**src/rtl/mul_arbiter.sv**
```systemverilog
// Round-robin arbiter that shares one mul_unit between two issue ports.
// It holds the operands for the whole multiply and buffers the one-cycle result until writeback accepts it.
module mul_arbiter #(
    parameter int unsigned DATA_W = 64,
    parameter int unsigned TAG_W  = 6
) (
    input  logic              clk_i,
    input  logic              rst_i,
    input  logic              req0_valid_i,
    output logic              req0_ready_o,
    input  logic [2:0]        req0_func3_i,
    input  logic              req0_int32_i,
    input  logic [DATA_W-1:0] req0_src1_i,
    input  logic [DATA_W-1:0] req0_src2_i,
    input  logic [TAG_W-1:0]  req0_tag_i,
    input  logic              req1_valid_i,
    output logic              req1_ready_o,
    input  logic [2:0]        req1_func3_i,
    input  logic              req1_int32_i,
    input  logic [DATA_W-1:0] req1_src1_i,
    input  logic [DATA_W-1:0] req1_src2_i,
    input  logic [TAG_W-1:0]  req1_tag_i,
    input  logic [1:0]        kill_i,
    output logic              mul_request_o,
    output logic              mul_kill_o,
    output logic [2:0]        mul_func3_o,
    output logic              mul_int32_o,
    output logic [DATA_W-1:0] mul_src1_o,
    output logic [DATA_W-1:0] mul_src2_o,
    input  logic [DATA_W-1:0] mul_result_i,
    input  logic              mul_stall_i,
    input  logic              mul_done_i,
    output logic              rsp_valid_o,
    input  logic              rsp_ready_i,
    output logic              rsp_id_o,
    output logic [TAG_W-1:0]  rsp_tag_o,
    output logic [DATA_W-1:0] rsp_data_o
);

    localparam logic [1:0] S_IDLE  = 2'd0;
    localparam logic [1:0] S_ISSUE = 2'd1;
    localparam logic [1:0] S_WAIT  = 2'd2;
    localparam logic [1:0] S_RESP  = 2'd3;

    logic [1:0] state;
    logic [1:0] state_nxt;
    logic       last_grant;
    logic       elig0;
    logic       elig1;
    logic       grant_id;
    logic       owner_kill;
    logic       accept;
    logic       capture;

    // Round-robin pick; a killed request is never eligible.
    always_comb begin
        elig0      = req0_valid_i & ~kill_i[0];
        elig1      = req1_valid_i & ~kill_i[1];
        grant_id   = (elig0 & elig1) ? ~last_grant : elig1;
        owner_kill = kill_i[rsp_id_o];
    end

    always_ff @(posedge clk_i or posedge rst_i) begin
        if (rst_i) begin
            state <= S_IDLE;
        end else begin
            state <= state_nxt;
        end
    end

    always_comb begin
        state_nxt     = state;
        req0_ready_o  = 1'b0;
        req1_ready_o  = 1'b0;
        mul_request_o = 1'b0;
        mul_kill_o    = 1'b0;
        rsp_valid_o   = 1'b0;
        accept        = 1'b0;
        capture       = 1'b0;
        case (state)
            S_IDLE: begin
                if (!rst_i) begin
                    req0_ready_o = elig0 & ~grant_id;
                    req1_ready_o = elig1 & grant_id;
                    accept       = elig0 | elig1;
                end
                if (accept) begin
                    state_nxt = S_ISSUE;
                end
            end
            S_ISSUE: begin
                mul_request_o = 1'b1;
                mul_kill_o    = owner_kill;
                if (owner_kill) begin
                    state_nxt = S_IDLE;
                end else if (mul_done_i) begin
                    capture   = 1'b1;
                    state_nxt = S_RESP;
                end else if (mul_stall_i) begin
                    state_nxt = S_WAIT;
                end
            end
            S_WAIT: begin
                mul_kill_o = owner_kill;
                if (owner_kill) begin
                    state_nxt = S_IDLE;
                end else if (mul_done_i) begin
                    capture   = 1'b1;
                    state_nxt = S_RESP;
                end
            end
            S_RESP: begin
                // A kill of the owner drops the buffered result in the same cycle.
                rsp_valid_o = ~owner_kill;
                if (owner_kill || rsp_ready_i) begin
                    state_nxt = S_IDLE;
                end
            end
            default: begin
                state_nxt = S_IDLE;
            end
        endcase
    end

    // Operand, ownership and result registers; operands stay frozen until the next accept.
    always_ff @(posedge clk_i or posedge rst_i) begin
        if (rst_i) begin
            last_grant  <= 1'b1;
            mul_func3_o <= 3'd0;
            mul_int32_o <= 1'b0;
            mul_src1_o  <= '0;
            mul_src2_o  <= '0;
            rsp_id_o    <= 1'b0;
            rsp_tag_o   <= '0;
            rsp_data_o  <= '0;
        end else begin
            if (accept) begin
                last_grant  <= grant_id;
                rsp_id_o    <= grant_id;
                mul_func3_o <= grant_id ? req1_func3_i : req0_func3_i;
                mul_int32_o <= grant_id ? req1_int32_i : req0_int32_i;
                mul_src1_o  <= grant_id ? req1_src1_i  : req0_src1_i;
                mul_src2_o  <= grant_id ? req1_src2_i  : req0_src2_i;
                rsp_tag_o   <= grant_id ? req1_tag_i   : req0_tag_i;
            end
            if (capture) begin
                rsp_data_o <= mul_result_i;
            end
        end
    end

endmodule
```
**config.mk**
```make
export PLATFORM = sky130hd
export DESIGN_NAME = mul_arbiter
export DESIGN_NICKNAME = d
export VERILOG_FILES = /design/src/rtl/mul_arbiter.sv
export SDC_FILE = /design/constraint.sdc
export NUM_CORES = 1
export LEC_CHECK = 0
export ABC_AREA = 1
export BUFFER_PORTS_ARGS = -buffer_cell sky130_fd_sc_hd__buf_2
export CAP_MARGIN = 20
export CORE_AREA = 2 2 217 219
export DETAILED_ROUTE_END_ITERATION = 8
export DIE_AREA = 0 0 219 221
export SLEW_MARGIN = 10
export SYNTH_ARGS = -nofsm -noshare
export SYNTH_HDL_FRONTEND = slang
export SYNTH_SLANG_ARGS = --single-unit
export TNS_END_PERCENT = 100
```
**constraint.sdc**
```tcl
create_clock -name clk_i -period 6.65 [get_ports clk_i]
set_clock_uncertainty 0.1 [all_clocks]
set_input_delay 1.33 -clock clk_i [delete_from_list [all_inputs] [get_ports clk_i]]
set_output_delay 1.33 -clock clk_i [all_outputs]
set_load 0.01 [all_outputs]
```
==> results summary <==
A synthesized cell averages 8.39 µm². The number of placed I/O pins came out at approximately 560. Setup slack closes at 2.24 ns. Total power for the finished layout comes to 5.72 mW. In the global route stage, met1 resource usage came out at 0.141. The number of gates resized after cts is 0. The fraction of power consumed by the clock network is 0.251. The ratio of total power to cell area came out at between 400 and 500 nW/µm². The count of mapped cells out of synthesis came out at approximately 1100. In this run the worst path has a maximum fanout of between 50 and 60. For this run, global-route usage on met3 was measured as 0.0359. Measured along the y axis, the die boundary spans between 200 and 250 µm. The routability congestion estimate from global placement is about 0.9. The leakage power figure is ~6.7 nW. The source of the critical timing path is kill_i[0]. The capturing element type of the critical path is an output pin. The max-capacitance violation count is 0. The number of hold buffers added after cts came out at 0. The first detailed-routing pass ran for 5 iterations. After routing, the total negative slack on setup checks comes to 0 ns.

The net switching power came out at roughly 2.1 mW. The global router's overall resource usage is 0.126. The total wirelength of the detailed-routed design is roughly 32 mm. The net count of the finished layout is just under 2000. The growth of design area from synthesis to finish came out at 45.3%. The total half-perimeter wirelength after legalization and detailed placement is ~24 mm.

After synthesis, the netlist uses 23 different library cells. In this run, placement finished with an instance count of around 2200. The critical path arrival came out at roughly 3.0 ns.

The switching power share of the total is 0.367. Headroom to the max-slew limit came out at 0.296. Derived from the worst setup path, the maximum achievable clock frequency is around 0.23 GHz. The count of input and output buffers came out at 556. The maximum vdd ir drop came out at approximately 0.29 mV. The origin of the worst min-delay path is last_grant.

In this design, the stage delay of the slowest critical-path cell is 0.56 ns. After detailed routing, the number of remaining DRC violations is 0. The die covers 48400 µm².

The post-layout instance area came out at approximately 13000 µm². Walking the worst path, the cells encountered are buf_2 > inv_2 > nand2_2 > inv_2 > nand2_1 > nand2_4 > inv_4 > nand2_1 > inv_1 > buf_2. Setup repair after global routing left no endpoint under its margin. The longest clock path from root to sink contains 3 buffers.

The width of the die is between 200 and 250 µm. The layout has roughly 5000 filler cells. The first global-routing pass estimated around 49 mm of wire. The slowest stage of the critical path belongs to the cell sky130_fd_sc_hd__inv_4. The core area is around 46000 µm². Clock-pin slew was measured on the worst setup and hold paths at roughly 0.06 ns.

The average wire per cell in the routed design is 14.5 µm. The met2 routing resource usage after global routing came out at 0.226. The run finished with clean final reports. In this run the worst hold path is classified as reg2reg. Of the available clock period, the critical path in the final layout requires 0.663. The count of clock tree sinks is ~210.

In this run the clock root is driven by a sky130_fd_sc_hd__clkbuf_16. The total overflow reported by the global router came out at 0. The number of global-route vias before repair came to slightly above 9000. The combinational share of power came out at 0.363. Entering global routing, the biggest net connects roughly 120 pins. The sequential cell area fraction in the yosys report came out at 0.568. The CTS tree is done. The number of pins with negative max-slew slack in the final report came out at 0. The number of antenna violations at the first check in global routing is 1.

The share of cells above drive strength 1 came out at 0.383. The sequential share of power is 0.385. The combined flip-flop and latch cell area came out at 5160 µm². The post-place setup slack came out at around 2.2 ns. The cell area after synthesis came out at ~9100 µm². The first routing iteration left 430 violations. In the final layout, the multi-input gates occupy 3240 µm². The worst setup path is of the in2out kind. The count of antenna diodes in the layout came out at 0.

The launching element type of the critical path is an input port. The clock insertion delay at the later pin of the skew report came out at roughly 0.52 ns. The layer flagged by global routing as most heavily used is met2. The final hold violation count is 0. The floorplan has 79 rows.

The via count came out at just over 9000. The clock period minus final worst setup slack is approximately 4.4 ns. The starting utilization of the core area came out at 0.197. The detail route stage leaves a number of antenna-violating nets equal to 0. The internal power contribution is 3.62 mW.

The startpoint of the most critical register-to-register path is state[0]. Counting flops and latches in the post-synthesis netlist gives roughly 200. Setup violations remaining at the end of the flow were counted as 0. In this run the cell area measured after placement is around 12000 µm². The count of placed standard cells in the final layout, fillers left out came out at approximately 2200. The count of yosys warnings during synthesis came out at 0.

The maximum level of the CTS H-tree came out at 1. The net count of the mapped netlist came out at between 1000 and 1500. Data on the critical path is required at its endpoint by between 5 and 6 ns. The transition at the pin with the smallest max-transition slack is 1.06 ns.

The buffer count from post-CTS setup fixing came out at 0. The ratio of routed vias to standard cells came out at 4.20. The number of buffers created by CTS is 24.
critical path: cells and delay by family:
kind	cells	cell delay [ns]
buffers and inverters	6	0.95
AND/OR/NAND/NOR	4	0.68
routing by layer:
metal / wire [µm] / up-vias
met5: 0 / -
met4: 1060 / 0
met3: 3000 / 65
met2: 15800 / 428
met1: 12500 / 4329
li1: - / 4526
synth_stat cells:
cell / count / area, µm²
sky130_fd_sc_hd__clkbuf_1: 5 / 18.8
sky130_fd_sc_hd__clkbuf_2: 5 / 25.0
sky130_fd_sc_hd__nand3_1: 2 / 10.0
sky130_fd_sc_hd__nor2_1: 142 / 533
sky130_fd_sc_hd__o21ai_0: 60 / 300
sky130_fd_sc_hd__and3_1: 1 / 6.26
sky130_fd_sc_hd__buf_2: 45 / 225
sky130_fd_sc_hd__inv_2: 7 / 26.3
sky130_fd_sc_hd__nand4_1: 4 / 25.0
sky130_fd_sc_hd__nand2_2: 4 / 25.0
sky130_fd_sc_hd__nand3b_1: 1 / 7.51
sky130_fd_sc_hd__buf_1: 1 / 3.75
sky130_fd_sc_hd__dfstp_2: 1 / 26.3
sky130_fd_sc_hd__inv_1: 73 / 274
sky130_fd_sc_hd__ha_1: 4 / 50.1
sky130_fd_sc_hd__a21oi_1: 276 / 1380
sky130_fd_sc_hd__buf_6: 1 / 11.3
sky130_fd_sc_hd__nand2_1: 219 / 822
sky130_fd_sc_hd__o21ai_1: 6 / 30.0
sky130_fd_sc_hd__o21bai_1: 2 / 15.0
sky130_fd_sc_hd__buf_4: 17 / 128
sky130_fd_sc_hd__dfrtp_1: 205 / 5130
sky130_fd_sc_hd__and2_2: 1 / 7.51
metrics by stage:
stage          utilization  hold WS, ns
2_1_floorplan            -        0.347
3_3_place_gp         0.267        0.363
3_5_place_dp         0.267        0.365
4_1_cts              0.286        0.374
5_1_grt              0.286        0.401
6_report             0.286        0.373
flip-flops by register name, summed over array words and instances, names as in the netlist:
signal	cells
last_grant	1
mul_func3_o	3
mul_int32_o	1
mul_src1_o	64
mul_src2_o	64
rsp_data_o	64
rsp_id_o	1
rsp_tag_o	6
state	2
final cells by class:
class,count,area share
multi-input cells,722,0.245
repair buffers,565,0.216
flip-flops and latches,206,0.391
well taps,607,0.0576
clock buffers,36,0.0559
inverters,80,0.0237
clock inverters,8,0.0106
final timing paths:
kind                                  end  cells after the start  slack [ns]
min                            last_grant                      2        0.37
min reg2reg                    last_grant                      2        0.37
max in group asynchronous  mul_src2_o[32]                      3        4.39
max reg2reg                 mul_src1_o[3]                      9        3.74
min in group asynchronous  rsp_data_o[49]                      2        0.75
max                          req1_ready_o                     10        2.24
power by group through the flow:
stage               clock network [mW]  logic (mW)  registers [mW]
global placement                     0        2.08            2.19
global route                      1.54        2.34            2.27
CTS                               1.48        2.12            2.20
floorplan                            0       0.836            2.48
finish                            1.44        2.08            2.20
detailed placement                   0        2.13            2.21
cells by family (layout without fill, tap and decap cells):
kind of cell,after synthesis,in the layout,share of synthesized area
buffers and inverters,154,689,0.0784
and+or+nand+nor,374,374,0.158
adders and majority gates,4,4,0.00551
AOI/OAI and AO/OA,344,344,0.190
DFF,206,206,0.568
placed cells by master (no fill, tap or decap), types with 6 or more instances in the layout:
cell	instances
sky130_fd_sc_hd__buf_2	556
sky130_fd_sc_hd__a21oi_1	276
sky130_fd_sc_hd__nand2_1	219
sky130_fd_sc_hd__dfrtp_1	205
sky130_fd_sc_hd__nor2_1	142
sky130_fd_sc_hd__inv_1	73
sky130_fd_sc_hd__o21ai_0	60
sky130_fd_sc_hd__clkbuf_16	25
sky130_fd_sc_hd__buf_4	9
sky130_fd_sc_hd__clkbuf_8	7
sky130_fd_sc_hd__o21ai_1	6
(Power assumes the default switching activity.)
